File: config.mk
export PLATFORM = sky130hd
export DESIGN_NAME = glitch_filter_bank
export DESIGN_NICKNAME = d
export VERILOG_FILES = /design/src/rtl/glitch_filter_bank.sv
export SDC_FILE = /design/constraint.sdc
export NUM_CORES = 1
export LEC_CHECK = 0
export ABC_AREA = 1
export CORE_ASPECT_RATIO = 0.8
export CORE_MARGIN = 2
export CORE_UTILIZATION = 47
export DETAILED_ROUTE_END_ITERATION = 6
export GPL_ROUTABILITY_DRIVEN = 0
export PLACE_DENSITY = 0.78
export SYNTH_ARGS = -nofsm -noshare
export SYNTH_HDL_FRONTEND = slang
export SYNTH_SLANG_ARGS = --single-unit
File: constraint.sdc
create_clock -name clk -period 1.4 [get_ports clk]
set_clock_uncertainty 0.05 [all_clocks]
set_input_delay 0.21 -clock clk [delete_from_list [all_inputs] [get_ports clk]]
set_output_delay 0.21 -clock clk [all_outputs]
set_load 0.01 [all_outputs]
File: src/rtl/glitch_filter_bank.sv
// ---------------------------------------------------------------------------
// glitch_filter_bank
//
// Purpose:
//   A bank of independent single-bit glitch filters. These filters sit between
//   raw pads (joystick, keys, IEC, user port) and the core logic.
//
//   Each channel has three parts:
//     - an optional input synchroniser;
//     - a stable-count filter;
//     - registered edge pulses and a sticky change flag.
//
//   A new level is accepted only after FILTER_CYCLE consecutive synchronised
//   samples that differ from the current output. Any agreeing sample in
//   between discards the run.
//
// Parameters:
//   CHANNELS      number of independent channels (1..32)
//   FILTER_CYCLE  consecutive mismatching samples needed to accept (1..65535)
//   SYNC_STAGES   synchroniser depth (0..4); 0 uses din directly
//   RESET_VAL     reset level of the synchronisers and dout (all channels)
//
// Ports:
//   clk         system clock
//   rstn        asynchronous active-low reset
//   din         raw asynchronous inputs
//   bypass      per-channel filter bypass (quasi-static)
//   chg_clr     one-cycle write-1-clear for chg_sticky
//   irq_mask    1 = channel contributes to irq
//   dout        filtered levels (registered)
//   rise        one-cycle pulse when dout goes 0->1
//   fall        one-cycle pulse when dout goes 1->0
//   chg_sticky  latched "dout changed" flags
//   irq         OR of (chg_sticky & irq_mask)
// ---------------------------------------------------------------------------
module glitch_filter_bank #(
    parameter int CHANNELS     = 8,
    parameter int FILTER_CYCLE = 3,
    parameter int SYNC_STAGES  = 2,
    parameter int RESET_VAL    = 0
) (
    input  logic                clk,
    input  logic                rstn,
    input  logic [CHANNELS-1:0] din,
    input  logic [CHANNELS-1:0] bypass,
    input  logic [CHANNELS-1:0] chg_clr,
    input  logic [CHANNELS-1:0] irq_mask,
    output logic [CHANNELS-1:0] dout,
    output logic [CHANNELS-1:0] rise,
    output logic [CHANNELS-1:0] fall,
    output logic [CHANNELS-1:0] chg_sticky,
    output logic                irq
);

    // The counter only has to reach FILTER_CYCLE-1. Keep at least one bit so
    // that FILTER_CYCLE=1 still elaborates; in that case it simply stays 0.
    localparam int                  CNT_W    = $clog2((FILTER_CYCLE > 2) ? FILTER_CYCLE : 2);
    localparam logic [CNT_W-1:0]    CNT_LAST = CNT_W'(FILTER_CYCLE - 1);
    localparam logic                RST_BIT  = (RESET_VAL != 0);
    localparam logic [CHANNELS-1:0] RST_VEC  = {CHANNELS{RST_BIT}};

    logic [CHANNELS-1:0] w_s;
    logic [CHANNELS-1:0] w_dout_nxt;
    logic [CNT_W-1:0]    w_cnt_nxt [CHANNELS];

    logic [CHANNELS-1:0] r_dout;
    logic [CHANNELS-1:0] r_rise;
    logic [CHANNELS-1:0] r_fall;
    logic [CHANNELS-1:0] r_sticky;
    logic [CNT_W-1:0]    r_cnt [CHANNELS];

    // ------------------------------------------------------------------
    // Input synchroniser: s is the last stage of the shift register, or
    // din itself when no synchronisation is requested.
    // ------------------------------------------------------------------
    generate
        if (SYNC_STAGES == 0) begin : g_nosync
            assign w_s = din;
        end else begin : g_sync
            logic [CHANNELS-1:0] r_sync [SYNC_STAGES];

            always_ff @(posedge clk or negedge rstn) begin
                if (!rstn) begin
                    for (int i = 0; i < SYNC_STAGES; i++) begin
                        r_sync[i] <= RST_VEC;
                    end
                end else begin
                    r_sync[0] <= din;
                    for (int i = 1; i < SYNC_STAGES; i++) begin
                        r_sync[i] <= r_sync[i-1];
                    end
                end
            end

            assign w_s = r_sync[SYNC_STAGES-1];
        end
    endgenerate

    // ------------------------------------------------------------------
    // Stable-count filter, next-state logic.
    // The counter is cleared on every agreeing sample, on acceptance and
    // while bypassed. Because acceptance clears it, the counter never has
    // to wrap or saturate.
    // ------------------------------------------------------------------
    always_comb begin
        w_dout_nxt = r_dout;
        for (int ch = 0; ch < CHANNELS; ch++) begin
            w_cnt_nxt[ch] = '0;
            if (bypass[ch]) begin
                w_dout_nxt[ch] = w_s[ch];
            end else if (w_s[ch] != r_dout[ch]) begin
                if (r_cnt[ch] == CNT_LAST) begin
                    w_dout_nxt[ch] = w_s[ch];
                end else begin
                    w_cnt_nxt[ch] = r_cnt[ch] + 1'b1;
                end
            end
        end
    end

    // ------------------------------------------------------------------
    // Output registers.
    // The edge pulses are computed from the next level, so each pulse
    // appears in the same cycle as the new dout level. The sticky flag
    // lets a set beat a clear in the same cycle, so no event is lost.
    // ------------------------------------------------------------------
    always_ff @(posedge clk or negedge rstn) begin
        if (!rstn) begin
            r_dout   <= RST_VEC;
            r_rise   <= '0;
            r_fall   <= '0;
            r_sticky <= '0;
            for (int ch = 0; ch < CHANNELS; ch++) begin
                r_cnt[ch] <= '0;
            end
        end else begin
            r_dout   <= w_dout_nxt;
            r_rise   <= w_dout_nxt & ~r_dout;
            r_fall   <= ~w_dout_nxt & r_dout;
            r_sticky <= (r_sticky & ~chg_clr) | (w_dout_nxt ^ r_dout);
            for (int ch = 0; ch < CHANNELS; ch++) begin
                r_cnt[ch] <= w_cnt_nxt[ch];
            end
        end
    end

    assign dout       = r_dout;
    assign rise       = r_rise;
    assign fall       = r_fall;
    assign chg_sticky = r_sticky;
    assign irq        = |(r_sticky & irq_mask);

endmodule

Word level (Yosys, flattened, before mapping) --
Index checks and enable logic that the tools add are counted.
Word-level totals: register bits 64, input bits 34, output and inout bits 33, word-level logic and storage cells 96
Cells by class: bitwise gates (word level) 9, $add $sub $neg 8, reductions and logical operators 1, mux-type cells 48, equality and inequality tests 16
Operator list (number):
- $mux W2 | 24
- $and A8 B8 Y8 | 4
- $mux W1 | 24
- $not A8 Y8 | 3
- $add A2 B1 Y2 const B | 8
- $eq A2 B2 Y1 const B | 8
- $ne A1 B1 Y1 | 8
- $or A8 B8 Y8 | 1
- $reduce_or A8 Y1 | 1
- $xor A8 B8 Y8 | 1

Logic depth before layout (Yosys ltp) --
word-level depth 6, mapped depth 8, depth with buffers taken out 8

Worst setup path after synthesis --
OpenSTA, ideal clock, no wires.
kind register to register, start register r_dout[1], in the netlist dout[1], end register r_sticky[1], in the netlist chg_sticky[1], arrival time 1.007 ns, path slack 0.216 ns, period minus slack after synthesis 1.184 ns, buffers on the path 0, library setup time 0.126 ns, cell stages (with the launch flop) 7, required time 1.224 ns, cells stage by stage dfrtp_1 > inv_1 > nand3_1 > nand2_1 > inv_1 > ha_1 > o21ai_0
Between the ends: cells in the longest elaborated chain, start to end 5, elaborated cells on any way between the ends 6, classes of those cells 1 x eq/ne; 3 x mux; 2 x bitwise
Ends and longest elaborated chain:
- start, declared | line 66 | logic [CHANNELS-1:0] r_dout;
- start signal, assigned | line 137 | r_dout <= w_dout_nxt;
- $mux W1 or $ne A1 B1 Y1 (tied branches) | line 112, 111
- $mux W1 | line 111 | end else if (w_s[ch] != r_dout[ch]) begin
- $mux W1 | line 109 | if (bypass[ch]) begin
- $xor A8 B8 Y8 * | line 140 | r_sticky <= (r_sticky & ~chg_clr) | (w_dout_nxt ^ r_dout);
- $or A8 B8 Y8 * | line 140
- end signal, assigned | line 140
- end, declared | line 69 | logic [CHANNELS-1:0] r_sticky;
Mark *: on every way between the ends. The rest lies on a longest branch, timed or not.

Final worst setup path --
start register r_sticky[7], in the netlist chg_sticky[7], end output port irq
Between the ends: cells in the longest elaborated chain, start to end 2
Ends and longest elaborated chain:
- $and A8 B8 Y8 | line 151 | assign irq = |(r_sticky & irq_mask);
- $reduce_or A8 Y1 | line 151
- end, declared | line 52 | output logic irq
No other way between the ends.

==> flow_results.org <==
** Setup path
- Critical path's largest stage delay :: 400 ps
- Setup slack on the worst reg-to-reg path comes out at 140 ps.
- Startpoint class of the critical path :: flip-flop
- First element of the critical path :: chg_sticky[7]
- Worst reg2reg path endpoint :: chg_sticky[5]
- The worst register-to-register path begins at r_cnt[4].
- Crit path buffers/inverters :: 1
- Crit path DAT :: 1170 ps
- The critical path ends at irq.
- The cell that appears most often on the critical path is sky130_fd_sc_hd__nand2_1.
- The cell family contributing the most delay on the critical path is flip-flops.
- Stages on worst setup path :: 5
- Critical path's slowest cell :: sky130_fd_sc_hd__dfrtp_1
- Maximum fanout along the worst path :: 2
- The worst register-to-register path has a depth of 8.
- The worst setup path is captured at a primary output.
- The critical path goes through nand2_1, nand2_1, nor2_2, nand2_1, buf_2.
- Req. time, crit path :: 1140 ps
- By startpoint and endpoint, the worst setup path is classified as flip-flop to primary output.

** Yosys
- Combined area of all synthesized cells :: 2420 um2
- Register area share after synthesis :: 66.2%
- Synthesized area divided by synthesized cell count :: 9.76 um2
- The synthesized netlist contains 9 unique library cells.
- Top-area cell type share of the netlist area :: 66.2%
- Summed over all instances, the cell type with the most area after synthesis is sky130_fd_sc_hd__dfrtp_1.
- In the synthesized netlist the dominant register cell turns out to be sky130_fd_sc_hd__dfrtp_1.
- The synthesized design contains 64 register bits.
- Post-synthesis net count :: 290
- Share of async-settable or async-resettable flops after synthesis :: 100%
- Number of standard cells after synthesis :: 248
- After synthesis, the most frequently instantiated cells are sky130_fd_sc_hd__nand2_1 (70), sky130_fd_sc_hd__dfrtp_1 (64), sky130_fd_sc_hd__inv_1 (56).
- Synth area leaders :: sky130_fd_sc_hd__dfrtp_1 (66%), sky130_fd_sc_hd__nand2_1 (11%), sky130_fd_sc_hd__inv_1 (8.7%), sky130_fd_sc_hd__ha_1 (4.1%), sky130_fd_sc_hd__nor3_1 (3.1%)
- Top-count cell post-synth :: sky130_fd_sc_hd__nand2_1
- Number of synthesized flops with an enable pin :: 0
- Yosys printed 0 warnings.

** STA
- RSZ-0062 raised after global routing :: yes
- Transition time at the pin with the least slew margin :: 439 ps
- Final hold slack :: 260 ps
- Final min period :: 1430 ps
- Setup violators final :: 1
- The total count of max-transition violations in the final report came to 0.
- Relative slew slack :: 70.8%
- For this run, the top clock speed supported by timing is 699 MHz.
- Worst path setup slack after routing :: -31.4 ps
- In the finished design, the share of the clock period the worst path needs comes to 102%.
- The hold violation count in the final report is 0.

** Layout
- The finished cells cover 3590 um2.
- Proportion of layout cells with a drive suffix above 1 :: 16.2%
- Compared with the post-synthesis result, the final layout area differs by 48.4%.
- Filler instances :: 412
- The repair_antennas step left the layout with diodes totalling 0.
- Nets :: 395

** Job
- The tool flagged a number of max-cap violations equal to 0.

** Placed design
- In this run the tool buffered the top-level ports with 66 buffer cells.
- Area of placed instances :: 3370 um2
- Post-detail-place hpwl :: 3580 um

** Global route
- Entering global routing, the biggest net connects 29 pins.
- The via count of the first global-routing pass is 1885.
- The first global-routing pass estimated 7900 um of wire.
- Initial antenna violation count :: 0
- Total global-route track usage :: 18.6%
- Summed over all layers, the global routing overflow is 0.

** Pwr
- Combinational Power Share :: 17.5%
- In this run the static leakage power is 1.99 nW.
- Peak supply drop :: 0.00113 V
- Total power per unit cell area :: 1340 nW/um2
- Fraction of power consumed by the clock network :: 38.4%
- Switching share of power :: 24.3%
- Internal power comes to 3.65 mW.
- In this run, flip-flops and latches consume 44.1% of the power.
- Switch Pwr :: 1.17 mW

** CTS
- The longest clock path from root to sink contains 2 buffers.
- The later pin in the worst-skew pair is clocked with a latency of 340 ps.
- The root buffer cell chosen for the clock tree is sky130_fd_sc_hd__clkbuf_8.
- The clock drives 64 sinks.
- Number of levels the H-tree was split into :: 3
- Counting the buffers created by CTS gives 9.
- TritonCTS built the clock tree.
- After clock tree synthesis, the clock-pin slew on the worst setup and hold paths is 70 ps.

** Drt
- Routed Antenna Nets :: 0
- Iteration count of the initial detailed-routing pass :: 4
- Summing over every cut layer, the via total after detailed routing is 1882.
- Dividing the detail-routed wire length by the instance count gives 11.3 um.
- In the routed design, unresolved DRC markers number 0.
- Mean number of vias per cell :: 4.49
- Total wire length :: 4740 um
- Iteration-0 DRC Markers :: 57

** Worst hold path
- The min-delay analysis places its worst path in the category input port to flip-flop.

** Floorplanning
- Initial Util :: 48.6%
- In this run the core area contains 23 standard-cell rows.
- Measured along the y axis, the die boundary spans 68.2 um.
- Pin placement for this block handled 67 I/O pins.
- The core region is 4980 um2.
- The die covers 5740 um2.
- The floorplan step set the die width to 84.2 um.

** Status
- Status :: complete, but fails checks
- Violated checks :: negative setup slack
==> cells by family after synthesis <==
family,Yosys count,synth area share (%)
AOI/OAI and AO/OA,8,1.65
buffers and inverters,56,8.69
and+or+nand+nor,112,19.3
DFF,64,66.2
adders and majority gates,8,4.14
==> layer usage <==
metal,routed length (um),track usage [%]
met3,283,7.00
met1,1960,20.2
met4,148,10.9
met2,2350,31.9
met5,0,0
==> cell type report <==
class                   count  area, um2  area share, %
inverters                  56        210           5.85
repair buffers             94        837           23.3
flip-flops and latches     64       1600           44.6
clock buffers              13        179           4.98
well taps                  62       77.6           2.16
clock inverters             2       60.1           1.67
multi-input cells         128        626           17.4
==> how the worst min path moves through the flow <==
stage	from	to	slack [ps]	cells past startpoint
after global placement	rstn	dout[0]	120	1
after detailed placement	rstn	dout[0]	130	1
after floorplan	rstn	chg_sticky[0]	-140	0
final	din[2]	g_sync.r_sync[10]	260	1
after global routing	din[6]	g_sync.r_sync[14]	240	1
after CTS	din[2]	g_sync.r_sync[10]	240	1
==> timing repair <==
| action | CTS | global route |
|---|---|---|
| endpoints found under the hold margin | 15 | 0 |
| pin swaps | 1 | 6 |
| resized for setup | 44 | 14 |
| setup endpoints to repair | 33 | 10 |
| hold buffers | 1 | 0 |
| buffers inserted | 0 | 2 |
==> stage by stage <==
| stage | utilization, % | TNS, ps | setup WS, ps | cells | power [mW] |
|---|---|---|---|---|---|
| floorplan | - | 0 | 216 | 248 | 2.47 |
| global placement | 67.6 | -970 | -315 | 401 | 3.05 |
| detailed placement | 67.6 | -1190 | -333 | 401 | 3.08 |
| CTS | 71.9 | -70.9 | -70.9 | 417 | 4.87 |
| global route | 72.1 | -118 | -118 | 419 | 5.07 |
| finish | 72.1 | -31.4 | -31.4 | 419 | 4.82 |
==> state kept, by name (all words and copies together), names as in the netlist <==
register	flops
r_cnt	16
chg_sticky	8
dout	8
fall	8
g_sync.r_sync	8
rise	8
w_s	8
==> power groups by stage <==
stage / clock, mW / combinational (mW) / sequential, mW
3_5_place_dp: 0 / 0.920 / 2.16
4_1_cts: 1.89 / 0.852 / 2.12
6_report: 1.85 / 0.844 / 2.12
3_3_place_gp: 0 / 0.895 / 2.16
2_1_floorplan: 0 / 0.267 / 2.21
5_1_grt: 1.97 / 0.956 / 2.15
==> cell usage in the layout (no fill, tap or decap), drive strengths merged <==
cell type       n
nand2          70
dfrtp          64
inv            56
clkdlybuf4s50  32
buf            30
dlygate4sd2    25
clkbuf         16
nor3           15
nor2           11
nand3           9
o21ai           8
ha              8
or2             7
clkdlybuf4s15   3
bufinv          2
dlygate4sd3     1
(Power assumes the default switching activity.)
